File: src/rtl/hex_display_driver.sv
// -----------------------------------------------------------------------------
// hex_display_driver
//   Fabric-side consumer of the HPS seven-segment PIO words. It latches six digit
//   bytes, decodes them to active-low segment pins HEX0..HEX5, and adds per-digit
//   blank and blink. With HEX_DIMMER_EN defined, a PWM dimmer gates the lit segments.
//
//   Byte format: bit7 = RAW. RAW=1 -> bits[6:0] are an active-high segment pattern.
//                RAW=0 -> bit5 BLANK, bit4 BLINK, bits[3:0] hex glyph (bit6 ignored).
//
// Optional feature macro: HEX_DIMMER_EN (adds dim_level port and PWM counter).
//
// Ports
//   clk_clk       in   1         clock, rising edge
//   reset_reset   in   1         asynchronous reset, active-high
//   hex30_export  in   32        digit bytes 3..0 (byte k -> HEXk)
//   hex54_export  in   16        digit bytes 5..4
//   hold          in   1         1 = freeze capture
//   dim_level     in   PWM_BITS  brightness, 0 = dimmest (HEX_DIMMER_EN only)
//   hex0..hex5    out  7         segments {g,f,e,d,c,b,a}, active-low
//   update_o      out  1         one-cycle pulse when new digits reach the pins
// -----------------------------------------------------------------------------
module hex_display_driver #(
   parameter int unsigned CLK_HZ   = 50_000_000,
   parameter int unsigned BLINK_HZ = 2,
   parameter int unsigned PWM_BITS = 3
) (
   input  logic                clk_clk,
   input  logic                reset_reset,
   input  logic [31:0]         hex30_export,
   input  logic [15:0]         hex54_export,
   input  logic                hold,
`ifdef HEX_DIMMER_EN
   input  logic [PWM_BITS-1:0] dim_level,
`endif
   output logic [6:0]          hex0,
   output logic [6:0]          hex1,
   output logic [6:0]          hex2,
   output logic [6:0]          hex3,
   output logic [6:0]          hex4,
   output logic [6:0]          hex5,
   output logic                update_o
);

   localparam int unsigned HP    = CLK_HZ / (2 * BLINK_HZ);
   localparam int unsigned CNT_W = $clog2(HP + 1);
   localparam logic [CNT_W-1:0] HP_LAST = CNT_W'(HP - 1);

   if (PWM_BITS == 0 || BLINK_HZ == 0 || HP == 0) begin : g_param_check
      $error("hex_display_driver: invalid PWM_BITS/BLINK_HZ/CLK_HZ combination");
   end

   // Returns the active-low pin value for one digit byte at the given blink phase.
   function automatic logic [6:0] f_decode(input logic [7:0] i_byte, input logic i_phase);
      logic [6:0] w_glyph;
      logic [6:0] w_pin;
      unique case (i_byte[3:0])
         4'h0:    w_glyph = 7'h3F;
         4'h1:    w_glyph = 7'h06;
         4'h2:    w_glyph = 7'h5B;
         4'h3:    w_glyph = 7'h4F;
         4'h4:    w_glyph = 7'h66;
         4'h5:    w_glyph = 7'h6D;
         4'h6:    w_glyph = 7'h7D;
         4'h7:    w_glyph = 7'h07;
         4'h8:    w_glyph = 7'h7F;
         4'h9:    w_glyph = 7'h6F;
         4'hA:    w_glyph = 7'h77;
         4'hB:    w_glyph = 7'h7C;
         4'hC:    w_glyph = 7'h39;
         4'hD:    w_glyph = 7'h5E;
         4'hE:    w_glyph = 7'h79;
         default: w_glyph = 7'h71;
      endcase
      if (i_byte[7]) begin
         w_pin = ~i_byte[6:0];
      end else if (i_byte[5] || (i_byte[4] && !i_phase)) begin
         w_pin = 7'h7F;
      end else begin
         w_pin = ~w_glyph;
      end
      return w_pin;
   endfunction

   logic [47:0]      r_cap;
   logic [47:0]      r_prev;
   logic [6:0]       r_hex [6];
   logic             r_update;
   logic [CNT_W-1:0] r_blink_cnt;
   logic             r_phase;
   // Set by the first update; until then the pins stay dark even if digits read as zero.
   logic             r_loaded;

   logic             w_update;
   logic [47:0]      w_digits;
   logic [CNT_W-1:0] w_blink_cnt_d;
   logic             w_phase_d;
   logic             w_dim_on;
   logic [6:0]       w_hex_d [6];

`ifdef HEX_DIMMER_EN
   logic [PWM_BITS-1:0] r_pwm;

   always_ff @(posedge clk_clk or posedge reset_reset) begin
      if (reset_reset) begin
         r_pwm <= '0;
      end else begin
         r_pwm <= r_pwm + PWM_BITS'(1);
      end
   end

   assign w_dim_on = (r_pwm <= dim_level);
`else
   assign w_dim_on = 1'b1;
`endif

   always_comb begin
      w_update = (r_cap != r_prev);
      w_digits = w_update ? r_cap : r_prev;

      // An update restarts the blink cycle visible and overrides a coincident wrap.
      if (w_update) begin
         w_blink_cnt_d = '0;
         w_phase_d     = 1'b1;
      end else if (r_blink_cnt == HP_LAST) begin
         w_blink_cnt_d = '0;
         w_phase_d     = ~r_phase;
      end else begin
         w_blink_cnt_d = r_blink_cnt + CNT_W'(1);
         w_phase_d     = r_phase;
      end

      for (int k = 0; k < 6; k++) begin
         w_hex_d[k] = r_hex[k];
         if (w_update || r_loaded) begin
            w_hex_d[k] = w_dim_on ? f_decode(w_digits[8*k +: 8], w_phase_d) : 7'h7F;
         end
      end
   end

   always_ff @(posedge clk_clk or posedge reset_reset) begin
      if (reset_reset) begin
         r_cap       <= '0;
         r_prev      <= '0;
         r_update    <= 1'b0;
         r_blink_cnt <= '0;
         r_phase     <= 1'b1;
         r_loaded    <= 1'b0;
         for (int k = 0; k < 6; k++) begin
            r_hex[k] <= 7'h7F;
         end
      end else begin
         if (!hold) begin
            r_cap <= {hex54_export, hex30_export};
         end
         if (w_update) begin
            r_prev <= r_cap;
         end
         r_update    <= w_update;
         r_blink_cnt <= w_blink_cnt_d;
         r_phase     <= w_phase_d;
         r_loaded    <= r_loaded | w_update;
         for (int k = 0; k < 6; k++) begin
            r_hex[k] <= w_hex_d[k];
         end
      end
   end

   assign hex0     = r_hex[0];
   assign hex1     = r_hex[1];
   assign hex2     = r_hex[2];
   assign hex3     = r_hex[3];
   assign hex4     = r_hex[4];
   assign hex5     = r_hex[5];
   assign update_o = r_update;

endmodule
File: config.mk
export PLATFORM = sky130hd
export DESIGN_NAME = hex_display_driver
export DESIGN_NICKNAME = d
export VERILOG_FILES = /design/src/rtl/hex_display_driver.sv
export SDC_FILE = /design/constraint.sdc
export NUM_CORES = 1
export LEC_CHECK = 0
export ABC_AREA = 1
export CAP_MARGIN = 20
export CORE_UTILIZATION = 34
export CTS_CLUSTER_SIZE = 16
export DETAILED_ROUTE_END_ITERATION = 12
export DONT_BUFFER_PORTS = 1
export GPL_ROUTABILITY_DRIVEN = 0
export PLACE_DENSITY = 0.58
export SYNTH_ARGS = -nofsm -noshare
export SYNTH_HDL_FRONTEND = slang
export SYNTH_SLANG_ARGS = --single-unit
File: constraint.sdc
create_clock -name clk_clk -period 16.5 [get_ports clk_clk]
set_input_delay 3.3 -clock clk_clk [delete_from_list [all_inputs] [get_ports clk_clk]]
set_output_delay 3.3 -clock clk_clk [all_outputs]
set_load 0.05 [all_outputs]
# == After elaboration in Yosys (flattened, before gate mapping) ==
# Memory sizes are Yosys's and may differ from the RTL's.
# Cells that the tools add are included.
# classes
add_sub_neg,1
multipliers,0
n_div,0
order_cmp,0
n_eq_ne,2
shifts,0
n_mux,23
bitwise_logic,14
n_reduce_logical,14
# op_table
op,count
two-way mux 7 bit,18
inverter 7 bit,12
two-way mux 24 bit,2
two-way mux 48 bit,1
!= test 48 bit,1
"adder 24 x 1 -> 24 bit, second input constant",1
"== test 24 bit, second input constant",1
logical OR 1 bit,7
logical AND 1 bit,6
two-way mux 1 bit,2
logical NOT 1 bit,1
inverter 1 bit,1
OR 1 bit,1
# totals
reg_bits,165
latchBits,0
ram_bits,0
romBits,672
inputBits,51
out_inout_bits,43
word_cells,72
memories,6
# memory_table
memory,depth,width,rd,rd_clocked_by_memory_dff,write_ports,line,text
(no name shown),16,7,1,0,0,56,unique case (i_byte[3:0])
(no name shown),16,7,1,0,0,56,
(no name shown),16,7,1,0,0,56,
(no name shown),16,7,1,0,0,56,
(no name shown),16,7,1,0,0,56,
(no name shown),16,7,1,0,0,56,

# == Depth between registers and ports, before layout ==
# logic_depth
word_depth,8
ltp_mapped,17

# == Worst setup path before layout ==
# OpenSTA, ideal clock, no wires.
# synth_path
path_type,input-to-reg
startpoint,input hold
endpoint,register r_cap[27]
setup_ns,0.078
arrival_ns,4.038
required_ns,16.422
slack_ns,12.384
stages,4
cell_sequence,clkbuf_1 clkbuf_1 nor2_1 a21oi_1
# synth_rtl
element,line,text
start: declaration,31,"input logic hold,"
end signal: assignment,153,"r_cap <= {hex54_export, hex30_export};"
end: declaration,84,logic [47:0] r_cap;

# == Worst setup path in the final report ==
# layout_path
startpoint,register r_hex (netlist bit hex3[0])
endpoint,output hex3[0]
# layout_rtl
element,line,text
start: declaration,86,logic [6:0] r_hex [6];
start signal: indexed assignment,163,r_hex[k] <= w_hex_d[k];
end: declaration,38,"output logic [6:0] hex3,"
# No word-level cell between the ends.

==> results.md <==
- Status: completed
- Vias: 6916
- Hold Path Class: flop to flop
- Via count of the first global-routing pass: 6547
- Max-Cap Viols: 0
- Die W: 165.0 µm
- Slew @ Worst Pin: 0.9245 ns
- Row count: 59
- Fin crit share: 0.2684
- CTS tree: yes
- WL/cell: 13.78 µm
- 1st-iter DRT viols: 364
- FF/Latch Area: 4183 µm²
- Worst EP required: 13.20 ns
- Worst r2r dst: hex2[6]
- Core ar.: 26060 µm²
- Antenna Cells: 0
- Syn nets: 1276
- I/O Buffers: 0
- Crit path kind: flop to output pin
- Sink Count: 165
- Clock-pin slew on the worst setup and hold paths: 0.07 ns
- Post-CTS setup buffers: 0
- P&R area growth vs syn: 8.022%
- Fillers: 2704
- Sequential share of the synthesized area: 0.4631
- Post-DP Area: 9090 µm²
- CTS resizes: 0
- Nets@finish: 1204
- Final total power: 1.122 mW
- Share of cells above drive strength 1: 0.09655
- #FFs+latches synth: 165
- Die area: 27220 µm²
- First-pass GRT wire length: 33.26 mm
- Setup violators final: 0
- Skew final: 0.02090 ns
- Final min period: 4.429 ns
- Reg2reg path depth: 16
- Drt pass-1 iters: 5
- TritonCTS Buffers: 17
- Final Instance Area: 9756 µm²
- Clock Latency Late Sink: 0.43 ns
- Rel. slew slack: 0.3828
- Post-CTS Hold Fix Bufs: 0
- Final worst slack: 12.07 ns
- Slew Viols, Final: 0
- Die extent in y: 165.0 µm
- Reg-to-reg slack, setup: 13.19 ns
- RSZ-0062 raised after global routing: false
- VDD IR max: 0.00006014 V
- Dpl hpwl: 13.55 mm
- Critical Path AT: 1.13 ns
- Netlist Area Pre-Place: 9031 µm²
- Number of synthesized flops with an enable pin: 0
- H-tree levels: 4
- Worst Setup End Kind: output pin
- Initial core utilization: 0.3466
- Reg-to-reg startpoint: r_cap[18]
- DP Worst Slack: 11.55 ns
- Total gr overflow: 0
- Fin. Hold Viols: 0
- CP startpoint: hex3[0]
- F_max: 0.2258 GHz
- Top Ports: 94
- Drc violations: 0
- Commonest cells after routing, fill and taps aside: 327 x nand2_1, 137 x inv_1, 122 x dfrtp_1
- Final WL: 20.18 mm
- Root buf cell: clkbuf_16
- YS warnings: 0
- Most common cell after layout, fill and taps aside: nand2_1
- CP Depth: 0
- Initial antenna violation count: 1
- Sum Neg Setup Slack: 0 ns
- Mapped Cells: 1188
- Multi-input logic area: 3857 µm²
- Clock Path Buffers: 2
- PwrDens: 115.1 nW/µm²
- Critical Path Sink: hex3[0]
- Async S/R FF share, synth: 1.000
- Post-synth top flop: dfrtp_1
- Detail Route Antenna Nets: 0
- Synthesized area per cell: 7.602 µm²
- Crit-path max FO: 2
- Crit start category: flop
- Static Leakage: 4.733 nW
- Unique cell type count in the Yosys netlist: 38
- Largest net degree at the start of global routing: 98
- Gr usage total: 0.1558
- Via density: 4.724
## power breakdown
group	total, mW	internal (mW)	switching (mW)
Clock	0.453	0.274	0.179
Sequential	0.541	0.453	0.0874
Combinational	0.129	0.0468	0.0819
Total	1.12	0.774	0.348
## synth_stat cells (4+ instances only)
cell / instances / area share
a31oi_1: 8 / 0.0055
xor2_1: 10 / 0.0097
nor2_1: 114 / 0.047
nand2_1: 327 / 0.14
o31ai_1: 8 / 0.0067
inv_1: 138 / 0.057
inv_2: 21 / 0.0087
dfstp_2: 43 / 0.13
a21oi_1: 75 / 0.042
o211ai_1: 5 / 0.0042
clkbuf_1: 80 / 0.033
xnor2_1: 15 / 0.015
mux2_2: 4 / 0.0050
dfrtp_1: 122 / 0.34
buf_2: 4 / 0.0022
nand3_1: 31 / 0.017
o21ai_0: 69 / 0.038
nor3_1: 4 / 0.0022
buf_1: 5 / 0.0021
ha_1: 37 / 0.051
nand4_1: 40 / 0.028
## how the worst min path moves through the flow
stage                   start        endpoint  slack, ns  cells after the start
2_1_floorplan  r_blink_cnt[0]  r_blink_cnt[0]       0.43                      1
3_3_place_gp        r_cap[22]      r_prev[22]       0.38                      0
3_5_place_dp        r_cap[22]      r_prev[22]       0.39                      0
4_1_cts             r_cap[22]      r_prev[22]       0.40                      0
5_1_grt             r_cap[22]      r_prev[22]       0.41                      0
6_report            r_cap[22]      r_prev[22]       0.40                      0
## cell type report
type,instances,share of cell area
Sequential cell,165,0.4288
Timing Repair Buffer,2,0.001539
Clock buffer,17,0.04361
Multi-Input combinational cell,768,0.3954
Clock inverter,15,0.02462
Inverter,162,0.06310
Tap cell,335,0.04297
## per-layer routing
layer  track usage  vias to the layer above  share of wire
li1              -                     3556              -
met1        0.2139                     3228           0.49
met2        0.2387                      120           0.45
met3       0.04345                       10          0.047
met4       0.04170                        2         0.0065
met5             0                        -        0.00064
## flip-flops by register name, summed over array words and instances, names as in the netlist
register and flops:
r_cap 48, hex2 7, hex3 7, r_loaded 1
hex1 7, r_blink_cnt 24, r_prev 48, hex0 7
update_o 1, r_phase 1, hex5 7, hex4 7
## metrics by stage
stage	hold WS (ns)	utilization	cells
floorplan	0.4251	-	1188
global placement	0.3801	0.3488	1432
detailed placement	0.3852	0.3488	1432
CTS	0.4025	0.3744	1464
global route	0.4108	0.3744	1464
finish	0.3992	0.3744	1464
## logic make-up (layout without fill, tap and decap cells)
group                      count (synthesis)  count (layout)  share of synthesized area
adders and majority gates                 37              37                    0.05126
xor gates and xnor gates                  25              25                    0.02424
AOI/OAI and AO/OA                        175             175                     0.1045
muxes                                      4               4                   0.004987
buffers and inverters                    255             196                     0.1097
DFF                                      165             165                     0.4631
and+or+nand+nor                          527             527                     0.2422
Note: power is estimated with default switching activity, not from simulation.
